<file path="src/rtl/alu_pkg.sv">
// Shared opcodes, flag bit positions and FSM state encodings for the sequential ALU.
package alu_pkg;

  localparam logic [2:0] OP_ADD = 3'b000;
  localparam logic [2:0] OP_SUB = 3'b001;
  localparam logic [2:0] OP_NOT = 3'b010;
  localparam logic [2:0] OP_AND = 3'b011;
  localparam logic [2:0] OP_OR  = 3'b100;
  localparam logic [2:0] OP_XOR = 3'b101;
  localparam logic [2:0] OP_SHL = 3'b110;
  localparam logic [2:0] OP_MUL = 3'b111;

  // Bit positions inside the {Z,N,C,V} flag vector
  localparam int unsigned F_Z = 3;
  localparam int unsigned F_N = 2;
  localparam int unsigned F_C = 1;
  localparam int unsigned F_V = 0;

  typedef logic [1:0] state_t;

  localparam state_t StIdle = 2'd0;
  localparam state_t StBusy = 2'd1;
  localparam state_t StDone = 2'd2;

  function automatic logic [3:0] pack_flags(input logic z, input logic n, input logic c,
                                            input logic v);
    logic [3:0] f;
    f      = '0;
    f[F_Z] = z;
    f[F_N] = n;
    f[F_C] = c;
    f[F_V] = v;
    return f;
  endfunction

endpackage

</file>
<file path="src/rtl/alu_mul_iter.sv">
// Iterative shift-add multiplier: one partial-product step per cycle, W steps per product.
module alu_mul_iter #(
  parameter int unsigned W = 6
) (
  input  logic         clk,
  input  logic         rst_n,
  input  logic         start_i,
  input  logic [W-1:0] mcand_i,
  input  logic [W-1:0] mplier_i,
  output logic         busy_o,
  output logic         done_o,
  output logic [W-1:0] product_o
);

  localparam int unsigned CntW = $clog2(W + 1);

  logic [W-1:0]    acc_q, acc_d;
  logic [W-1:0]    mcand_q, mcand_d;
  logic [W-1:0]    mplier_q, mplier_d;
  logic [CntW-1:0] cnt_q, cnt_d;
  logic [W-1:0]    acc_step;

  // Only the low W bits are kept; upper partial-product bits never reach the result
  assign acc_step  = mplier_q[0] ? acc_q + mcand_q : acc_q;
  assign busy_o    = (cnt_q != '0);
  assign done_o    = busy_o && (cnt_q == CntW'(1));
  assign product_o = acc_step;

  always_comb begin
    acc_d    = acc_q;
    mcand_d  = mcand_q;
    mplier_d = mplier_q;
    cnt_d    = cnt_q;
    if (start_i) begin
      acc_d    = '0;
      mcand_d  = mcand_i;
      mplier_d = mplier_i;
      cnt_d    = CntW'(W);
    end else if (busy_o) begin
      acc_d    = acc_step;
      mcand_d  = mcand_q << 1;
      mplier_d = mplier_q >> 1;
      cnt_d    = cnt_q - CntW'(1);
    end
  end

  always_ff @(posedge clk or negedge rst_n) begin
    if (!rst_n) begin
      acc_q    <= '0;
      mcand_q  <= '0;
      mplier_q <= '0;
      cnt_q    <= '0;
    end else begin
      acc_q    <= acc_d;
      mcand_q  <= mcand_d;
      mplier_q <= mplier_d;
      cnt_q    <= cnt_d;
    end
  end

endmodule

</file>
<file path="src/rtl/alu_seq.sv">
// Handshaked ALU: single-cycle ops register at accept, MUL runs on the iterative engine.
module alu_seq
  import alu_pkg::*;
#(
  parameter int unsigned W   = 6,
  parameter int unsigned SHW = $clog2(W)
) (
  input  logic         clk,
  input  logic         rst_n,
  input  logic         in_valid_i,
  output logic         in_ready_o,
  input  logic [W-1:0] op1_i,
  input  logic [W-1:0] op2_i,
  input  logic [2:0]   alu_fun_i,
  output logic         out_valid_o,
  input  logic         out_ready_i,
  output logic [W-1:0] alu_out_o,
  output logic [3:0]   flags_o
);

  state_t       state_q, state_d;
  logic [W-1:0] res_q, res_d;
  logic [3:0]   flags_q, flags_d;

  logic [W:0]   a_ext, sum, diff, shl_ext;
  logic [W-1:0] dp_res;
  logic         dp_c, dp_v;
  logic [3:0]   dp_flags, mul_flags;

  logic         mul_start, mul_busy, mul_done;
  logic [W-1:0] mul_product;

  alu_mul_iter #(
    .W(W)
  ) u_mul (
    .clk      (clk),
    .rst_n    (rst_n),
    .start_i  (mul_start),
    .mcand_i  (op1_i),
    .mplier_i (op2_i),
    .busy_o   (mul_busy),
    .done_o   (mul_done),
    .product_o(mul_product)
  );

  // One extra bit on top catches the carry (ADD/SUB) and the last bit shifted out (SHL)
  assign a_ext   = {1'b0, op1_i};
  assign sum     = a_ext + {1'b0, op2_i};
  assign diff    = a_ext + {1'b0, ~op2_i} + (W + 1)'(1);
  assign shl_ext = a_ext << op2_i[SHW-1:0];

  always_comb begin
    dp_res = '0;
    dp_c   = 1'b0;
    dp_v   = 1'b0;
    unique case (alu_fun_i)
      OP_ADD: begin
        dp_res = sum[W-1:0];
        dp_c   = sum[W];
        dp_v   = (op1_i[W-1] == op2_i[W-1]) && (sum[W-1] != op1_i[W-1]);
      end
      OP_SUB: begin
        dp_res = diff[W-1:0];
        dp_c   = diff[W];
        dp_v   = (op1_i[W-1] != op2_i[W-1]) && (diff[W-1] != op1_i[W-1]);
      end
      OP_NOT: dp_res = ~op1_i;
      OP_AND: dp_res = op1_i & op2_i;
      OP_OR:  dp_res = op1_i | op2_i;
      OP_XOR: dp_res = op1_i ^ op2_i;
      OP_SHL: begin
        dp_res = shl_ext[W-1:0];
        dp_c   = shl_ext[W];
      end
      OP_MUL: dp_res = '0;
      default: dp_res = '0;
    endcase
  end

  assign dp_flags  = pack_flags(dp_res == '0, dp_res[W-1], dp_c, dp_v);
  assign mul_flags = pack_flags(mul_product == '0, mul_product[W-1], 1'b0, 1'b0);

  always_comb begin
    state_d   = state_q;
    res_d     = res_q;
    flags_d   = flags_q;
    mul_start = 1'b0;
    case (state_q)
      StIdle: begin
        if (in_valid_i) begin
          if (alu_fun_i == OP_MUL) begin
            mul_start = 1'b1;
            state_d   = StBusy;
          end else begin
            res_d   = dp_res;
            flags_d = dp_flags;
            state_d = StDone;
          end
        end
      end
      StBusy: begin
        if (mul_done) begin
          res_d   = mul_product;
          flags_d = mul_flags;
          state_d = StDone;
        end else if (!mul_busy) begin
          // Engine idle without a result: never expected, recover rather than hang
          state_d = StIdle;
        end
      end
      StDone: begin
        if (out_ready_i) begin
          state_d = StIdle;
        end
      end
      default: state_d = StIdle;
    endcase
  end

  always_ff @(posedge clk or negedge rst_n) begin
    if (!rst_n) begin
      state_q <= StIdle;
      res_q   <= '0;
      flags_q <= '0;
    end else begin
      state_q <= state_d;
      res_q   <= res_d;
      flags_q <= flags_d;
    end
  end

  assign in_ready_o  = (state_q == StIdle);
  assign out_valid_o = (state_q == StDone);
  assign alu_out_o   = res_q;
  assign flags_o     = flags_q;

endmodule
</file>
<file path="config.mk">
export PLATFORM = sky130hd
export DESIGN_NAME = alu_seq
export DESIGN_NICKNAME = d
export VERILOG_FILES = /design/src/rtl/alu_pkg.sv /design/src/rtl/alu_mul_iter.sv /design/src/rtl/alu_seq.sv
export SDC_FILE = /design/constraint.sdc
export NUM_CORES = 1
export LEC_CHECK = 0
export ABC_CLOCK_PERIOD_IN_PS = 2700
export CAP_MARGIN = 20
export CORE_UTILIZATION = 32
export CTS_CLUSTER_SIZE = 8
export DETAILED_ROUTE_END_ITERATION = 10
export PLACE_DENSITY = 0.49
export SETUP_SLACK_MARGIN = 0.05
export SLEW_MARGIN = 20
export SYNTH_ARGS = -nofsm -noshare
export SYNTH_HDL_FRONTEND = slang
export SYNTH_SLANG_ARGS = --single-unit
</file>
<file path="constraint.sdc">
create_clock -name clk -period 2.7 [get_ports clk]
set_input_delay 0.27 -clock clk [delete_from_list [all_inputs] [get_ports clk]]
set_output_delay 0.27 -clock clk [all_outputs]
set_load 0.05 [all_outputs]
</file>
==> results <==
- The flow ran to the end, but the final reports show violations.
- The checks that failed: design-rule violations.
- The first routing iteration left 169 violations.
- The worst ir drop on vdd is 293.5 uV.
- The smallest setup slack after layout is 167.7 ps.
- Each instance of the synthesized netlist takes up on average 8.112 um^2.
- The share of the Yosys chip area taken by registers is 27.27%.
- The fraction of final layout cells sized beyond drive strength 1 is 16.90%.
- The period utilization is 93.79%.
- The area growth from synthesis to layout is 27.61%.
- The number of iterations in the first detailed-routing pass is 7.
- Global routing consumed, on the met1 layer, 24.65% of the routing resources.
- In this run, synthesis inferred 0 flip-flops with an integrated enable.
- Clock tree synthesis found a total of 32 sinks.
- The die area is 9564 um^2.
- Buffers inserted during clock tree synthesis total 5.
- The wire length of the first global-routing pass is 13.59 mm.
- From bottom edge to top edge, the die measures 97.80 um.
- The min-delay analysis places its worst path in the category primary input to async pin.
- For the worst setup path, the data arrival time is 2740 ps.
- The count of unique library cells instantiated by Yosys is 61.
- Across every metal layer, demand over resource in global routing totals 18.01%.
- The Yosys step of the flow raised 0 warnings.
- The half-perimeter wire length after placement is 6.313 mm.
- TritonCTS built the clock tree.
- The H-tree was split into 2 levels.
- The region available for standard cell placement spans 8806 um^2.
- In this run the count of I/O pins placed on the die edge is 31.
- The final layout contains 474 nets.
- At the end of routability-driven placement, the weighted congestion stood at 0.8192.
- Setup violations remaining at the end of the flow were counted as 0.
- Entering global routing, the biggest net connects 33 pins.
- Data on the critical path is required at its endpoint by 2910 ps.
- The placed instance count is 526.
- The type of origin of the critical path is a primary input.
- The final layout contains routed wiring with a total length of 8.023 mm.
- For this configuration, the core starts out at a cell density of 33.35%.
- The power consumption is 0.002713 W.
- The number of vias per cell is 5.163.
- The number of buffers added on ports is 30.
- The final-report max-slew violation count is 0.
- The worst pin sits at a relative slew slack of 48.12%.
- The final hold violation count is 0.
- The number of synthesized register bits is 32.
- The static leakage power is 1.750 nW.
- The via total after detailed routing is 2757.
- The tool flagged a number of max-cap violations equal to 0.
- OpenSTA, run right after detailed placement, puts the worst setup slack at -211.5 ps.
- The number of antenna violations at the first check in global routing is 0.
- The count of antenna diodes in the layout is 0.
- The global-route track usage on met2 is 29.13%.
- The critical path contains buffers and inverters numbering 2 combined.
- The number of buffers between clock root and the deepest sink is 2.
- Across the routed clock network, the largest skew measured is 5.198 ps.
- The cell family with the largest share of critical-path delay is adder cells.
- The number of design rule violations left after detail routing is 10.
- The post-synthesis cell area is 2937 um^2.
- In the synthesized netlist, the number of instances is 362.
- The post-layout minimum cycle time is 2532 ps.
- The final instance count without filler cells is 534.
- The critical path is of the primary input to flop type.
- The initialized floorplan defines 34 standard-cell rows.
- The ratio of total power to cell area is 724.1 nW/um^2.
- Once the clock tree was built, the setup fixing pass inserted 0 buffers.
- The number of global-route vias before repair is 2683.
- In the layout the commonest cells are 47 x buf_4, 44 x nand2_1, 38 x nor2_1.
- Walking the worst path, the cells encountered are clkdlybuf4s50_1, inv_1, ha_1, fa_1, a21oi_1, a21oi_1, nor2_1, o32ai_2, or4b_1, o31ai_2.
- After clock tree synthesis, the clock-pin slew on the worst setup and hold paths is 70 ps.
- Among all stages on the critical path, the largest delay is contributed by fa_1.
- The met3 track demand over resource is 3.579%.
- The commonest register cell after synthesis is dfrtp_1.
- The sort of element at the end of the critical path is a flop.
- met2 is the most crowded layer.
- Setup repair after global routing left no endpoint under its margin.
- For this run, the slowest stage of the critical path takes 490 ps.
- At the pin with the least slew margin, the transition time is 778.2 ps.
- The cell that appears most often on the critical path is a21oi_1.
- In the final routed layout, each cell accounts on average for 15.02 um.
- The share of synthesized flip-flops with an asynchronous set or reset is 100.0%.
- After global routing the overflow that remains totals 0.
- Along the worst path, the maximum fanout reaches 2.
- The insertion delay to the later sink of the worst-skew pair is 290 ps.
- Clock tree synthesis selected as its root buffer the cell clkbuf_8.
- In this run, post-CTS hold repair placed 0 buffers.
- The number of filler instances in the final layout is 884.
- Leaving out fill and tap cells, the most frequent cell in the layout is buf_4.
- The maximum frequency from static timing analysis is 394.9 MHz.
- The horizontal die dimension is 97.80 um.
- In this run the remaining antenna-violating nets after routing total 0.
- The synthesized net count is 411.
[power breakdown]
part | switching [W] | internal (W)
logic | 0.000850 | 0.000598
clock network | 0.000197 | 0.000273
registers | 0.000145 | 0.000650
total | 0.00119 | 0.00152
[per-layer routing]
metal,vias up,wire length [um]
met1,1297,4031
met5,-,0
met2,48,3583
met3,9,324
met4,0,84
li1,1403,-
[area by class of cell]
type / count / area [um^2] / area share [%]
Tap cell: 108 / 135.1 / 3.606
Clock inverter: 3 / 42.54 / 1.135
Sequential cell: 32 / 800.8 / 21.37
Inverter: 27 / 101.3 / 2.705
Timing Repair Buffer: 79 / 693.2 / 18.50
Clock buffer: 5 / 68.82 / 1.836
Multi-Input combinational cell: 280 / 1906 / 50.85
[synthesized netlist by cell type, types with 3 or more instances]
cell type   n  area (um^2)
a211oi_1    7        52.55
a21o_1      6        45.04
a21oi_1    17        85.08
a31oi_1    14        87.58
and2_1      3        18.77
clkbuf_1   14        52.55
clkbuf_8    3        41.29
dfrtp_1    32        800.8
fa_1        3        60.06
ha_1       27        337.8
inv_1      27        101.4
mux2i_1     6        60.06
nand2_1    44        165.2
nand2b_1    3        18.77
nand3_1    12        60.06
nor2_1     39        146.4
nor2b_1     7        43.79
nor3_1      8        40.04
o21ai_0    19        95.09
o21bai_1    6        45.04
o31ai_1     4        30.03
or3_1       3        18.77
xnor2_1     6        52.55
[registers in the layout, indices dropped and copies added, names as in the netlist]
register	cells
flags_o	4
u_mul.acc_q	6
u_mul.mcand_q	6
u_mul.cnt_q	3
state_q	2
alu_out_o	5
u_mul.mplier_q	6
[stage by stage]
stage	setup TNS (ps)	utilization (%)	cell area [um^2]	hold WS, ps
after floorplan	0	-	2937	-25.59
after global placement	-406.1	41.18	3626	464.3
after detailed placement	-424.5	41.18	3626	471.3
after CTS	0	42.44	3737	382.8
after global routing	0	42.55	3747	410.5
final	0	42.55	3747	376.1
[worst paths after layout]
kind                                  start              to  slack, ps  cells after the start
setup / recovery                   op1_i[0]      flags_o[3]        170                     10
hold / removal                        rst_n  u_mul.acc_q[2]        380                      2
setup reg to reg           u_mul.mcand_q[0]      flags_o[3]        310                     10
hold reg to reg                alu_out_o[2]    alu_out_o[2]        480                      2
max in group asynchronous             rst_n    alu_out_o[4]       2010                      2
min in group clk               alu_out_o[2]    alu_out_o[2]        480                      2
[logic make-up after synthesis]
group                      share of synthesized area [%]
AOI/OAI and AO/OA                                  23.09
xor gates and xnor gates                           2.386
adders and majority gates                          13.55
buffers and inverters                              8.181
DFF                                                27.27
muxes                                              4.090
and+or+nand+nor                                    21.43
[repair_timing]
item	CTS	global route
endpoints found under the hold margin	0	0
setup endpoints to repair	0	1
gates resized for setup	0	2
(Power assumes the default switching activity.)
==> patch 1, RTL diff (same flow settings) <==
`W` is set to 6 in 2 places; all go to 7.
--- a/src/rtl/alu_mul_iter.sv
+++ b/src/rtl/alu_mul_iter.sv
@@ -2,3 +2,3 @@
 module alu_mul_iter #(
-  parameter int unsigned W = 6
+  parameter int unsigned W = 7
 ) (
--- a/src/rtl/alu_seq.sv
+++ b/src/rtl/alu_seq.sv
@@ -4,3 +4,3 @@
 #(
-  parameter int unsigned W   = 6,
+  parameter int unsigned W   = 7,
   parameter int unsigned SHW = $clog2(W)
Ports: changed (resized alu_out_o, op1_i and op2_i); port bits go from 31 to 34. The function was not compared with the original's and may differ.
==> patch 1 against the unedited design <==
- clock skew grew 0.56 ps
- setup slack barely moved
- sequential cell count rose by 4
- total power grew 16%
- combinational power increased by 19%
- clock power barely moved
- cell area up 13%
- synthesized area grew 17%
- wire length is 21% higher
- sequential share of layout area decreased by 0.055 points
- largest cell class unchanged
==> patch 1: results (changes against the unedited design) <==
metric	value	unit	change
status	finished, final reports clean		was complete, but fails checks
DR iter-0 viols	162		was 169
Clock Sinks	36		was 32
multi-input gates	316		was 280
Finished Layout Cells	604		was 534
CLK BUF	6		was 5
Max stage delay on crit path	560	ps	was 490 ps
CP arrival	2690	ps	was 2740 ps
Reg power frac	29.8	%	was 29.3%
reg2reg setup slack	340	ps	was 310 ps
combinational power	1.73	mW	was 1.45 mW
DRT Pass-1 Iters	4		was 7
vias in the first global route	3026		was 2683
post-synthesis sequential area ratio	26.3	%	was 27.3%
met1 wire length	4960	um	was 4030 um
Routability Congestion	0.868		was 0.819
Top delay family on crit path	compound AO/OA/AOI/OAI gates		was adder cells
buffer share of cell area	15.8	%	was 18.5%
clk_skew	5.76	ps	was 5.20 ps
metal2 WL	4420	um	was 3580 um
fraction of standard cell area in multi-input logic	53.6	%	was 50.9%
Commonest cells post-synth	nand2_1, nor2_1, dfrtp_1		unchanged
top flop regs	u_mul.acc_q x7, u_mul.mcand_q x7, u_mul.mplier_q x7		was u_mul.acc_q x6, u_mul.mcand_q x6, u_mul.mplier_q x6
FF-to-FF End	flags_o[2]		was flags_o[3]
ClkCell Share	2.55	%	was 2.97%
worst setup path end	alu_out_o[5]		was flags_o[3]
sw frac	44.8	%	was 43.9%
top-area cell type share of the netlist area	26.3	%	was 27.3%
global-route track usage on met2	29.3	%	was 29.1%
met3 Usage GRT	2.41	%	was 3.58%
worst hold margin	88.6	ps	was 376 ps
Leak Pwr	1.90	nW	was 1.75 nW
CP Launch Point	op1_i[1]		was op1_i[0]
met3 wire length	303	um	was 324 um
Signal buffers	77		was 79
met1 usage	26.4	%	was 24.7%
share of cells above drive strength 1	16.2	%	was 16.9%
post-placement cell count	596		was 526
HPWL after DPL	7740	um	was 6310 um
Cells after Synth	410		was 362
top cells by area, synth	dfrtp_1, ha_1, nand2_1, nor2_1, a21oi_1		was dfrtp_1, ha_1, nand2_1, nor2_1, inv_1
nets@finish	522		was 474
Non-clock inverters	31		was 27
first-pass GRT wire length	16000	um	was 13600 um
Synth cell types	71		was 61
I/O Buffers	33		was 30
sequential cell power	934	uW	was 795 uW
Via density	5.20		was 5.16
worst-path fanout max	4		was 2
largest net degree at the start of global routing	37		was 33
worst slack at placement	-170	ps	was -211 ps
Filler cells	1087		was 884
Mapped Nets	465		was 411
patch 1: cell types whose count changed after synthesis, sizes merged, moves of 5 or more:
cell / delta
clkbuf: -7
a21oi: +7
nand2b: +5
o21ai: +5
o211ai: +5
mux2i: +6
buf: +11
patch 1: logic make-up (layout without fill, tap and decap cells):
| logic type | after synthesis | after routing | synth area share, % |
|---|---|---|---|
| adder cells (fa/ha/maj) | 34 | 34 | 13.1 |
| multiplexers | 17 | 17 | 6.24 |
| XOR/XNOR | 10 | 10 | 2.55 |
| flip-flops | 36 | 36 | 26.3 |
| AO/OA/AOI/OAI | 120 | 120 | 25.0 |
| buffers and inverters | 58 | 116 | 7.99 |
| AND/OR/NAND/NOR | 135 | 135 | 18.9 |
patch 1: metrics by stage:
stage,instance area (um^2),utilization [%]
floorplan,3430,-
global placement,4110,39.6
detailed placement,4110,39.6
CTS,4220,40.7
global route,4230,40.8
finish,4230,40.8
patch 1: timing repair:
item / CTS / global route
endpoints found under the setup margin: 0 / 5
resized for setup: 0 / 3
hold buffers: 0 / 0
==> patch 2, RTL diff (same settings) <==
Made on the original files. `res_q` no longer has a reset.
--- a/src/rtl/alu_seq.sv
+++ b/src/rtl/alu_seq.sv
@@ -122,3 +122,2 @@
       state_q <= StIdle;
-      res_q   <= '0;
       flags_q <= '0;
@@ -126,5 +125,8 @@
       state_q <= state_d;
-      res_q   <= res_d;
       flags_q <= flags_d;
     end
+  end
+
+  always_ff @(posedge clk) begin
+    res_q <= res_d;
   end
Function: changed (a bounded check fails within 4 cycles, from zero or initial values and one cycle with rst_n low).
==> patch 2 against the unedited design <==
- setup slack gained 54 ps
- combinational power shrank 9%
- wire length grew 7.6%
- critical path depth is the same
- sequential cell count grew 1
- synthesized area grew 1.7%
- total power shrank 4.3%
- non-clock buffer count shrank 11
- sequential power grew 2.9%
- clock skew grew 1.4 ps
- cell area shrank 0.97%
- critical endpoint unchanged
==> patch 2: results (changes against the unedited design) <==
metric	value	unit	change
status	finished, final reports clean		was complete, but fails checks
slowest CP cell	clkdlybuf4s50_1		was fa_1
DR iter-0 viols	122		was 169
clk_skew	6.62	ps	was 5.20 ps
post-placement cell count	518		was 526
Slew @ Worst Pin	737	ps	was 778 ps
largest net degree at the start of global routing	28		was 33
Routability Congestion	0.875		was 0.819
Async SR Flop Fraction	81.8	%	was 100%
HPWL after DPL	6760	um	was 6310 um
sw frac	42.7	%	was 43.9%
CP arrival	2680	ps	was 2740 ps
Pwr Density	700	nW/um^2	was 724 nW/um^2
CTS Buffer Depth	2		unchanged
Finished Layout Cells	526		was 534
combinational power	1.32	mW	was 1.45 mW
first-pass GRT wire length	14200	um	was 13600 um
sequential cell power	818	uW	was 795 uW
R2R cell count	9		was 10
GRT Total Usage	18.7	%	was 18.0%
FF-to-FF End	alu_out_o[4]		was flags_o[3]
Max VDD drop	279	uV	was 294 uV
top cells by area, synth	dfrtp_1, ha_1, edfxtp_1, nand2_1, nor2_1		was dfrtp_1, ha_1, nand2_1, nor2_1, inv_1
DRT Pass-1 Iters	4		was 7
final wirelength	8640	um	was 8020 um
Mapped Nets	415		was 411
reg2reg setup slack	430	ps	was 310 ps
Commonest cells post-synth	nand2_1, nor2_1, dfrtp_1, ha_1, inv_1		was nand2_1, nor2_1, dfrtp_1
Filler cells	893		was 884
Clock Latency Late Sink	290	ps	about the same
DR vias	2798		was 2757
worst hold margin	354	ps	was 376 ps
register area	856	um^2	was 801 um^2
Syn Area/Cell	8.16	um^2	was 8.11 um^2
Synth cell types	55		was 61
nets@finish	466		was 474
EDFF count, synth	6		was 0
==> patch 2: changes by cell type after synthesis, moves of 5 or more <==
cell      change
edfxtp_1      +6
buf_2         +7
dfrtp_1       -5
nor3_1        -5
a21oi_1       +5
nand2b_1      +5
==> patch 2: kinds of logic (layout without fill, tap and decap cells) <==
kind of cell               after synthesis  in the layout  synth area share, %
and+or+nand+nor                        131            131                 20.8
DFF                                     33             33                 28.6
buffers and inverters                   48            100                 6.91
muxes                                    9              9                 3.43
adders and majority gates               30             30                 13.3
AOI/OAI and AO/OA                      106            106                 24.2
xor gates and xnor gates                 9              9                 2.64
==> patch 2: how the worst max path moves through the flow <==
stage          slack [ps]  cells past startpoint         end  startpoint
4_1_cts               240                     10  flags_o[3]    op1_i[0]
3_3_place_gp          -20                     10  flags_o[3]    op1_i[0]
2_1_floorplan         560                      9  flags_o[3]    op2_i[2]
3_5_place_dp          -50                     10  flags_o[3]    op1_i[0]
5_1_grt                90                     10  flags_o[3]    op2_i[0]
6_report              220                     10  flags_o[3]    op1_i[0]
==> patch 2: routing by layer <==
layer  global-route usage (%)  up-vias  wire length (um)  part of all wire [%]
met4                     4.82        0               103                   1.2
li1                         -     1408                 -                     -
met1                     25.3     1321              4230                    49
met2                     31.2       58              3990                    46
met3                     2.77       11               309                   3.6
met5                        0        -                 0                     0
==> patch 2: layout make-up <==
class                           count  share of cell area (%)
Clock buffer                        6                    1.96
Timing Repair Buffer               68                    16.1
Inverter                           24                    2.43
Clock inverter                      2                   0.910
Sequential cell                    33                    23.1
Tap cell                          108                    3.64
Multi-Input combinational cell    285                    51.9
==> patch 2: worst max-delay path: cells and delay by family <==
kind | cells | cell delay [ps]
xor+xnor | 1 | 170
fa+ha+maj | 2 | 630
compound gates | 5 | 1060
buf+inv | 2 | 550
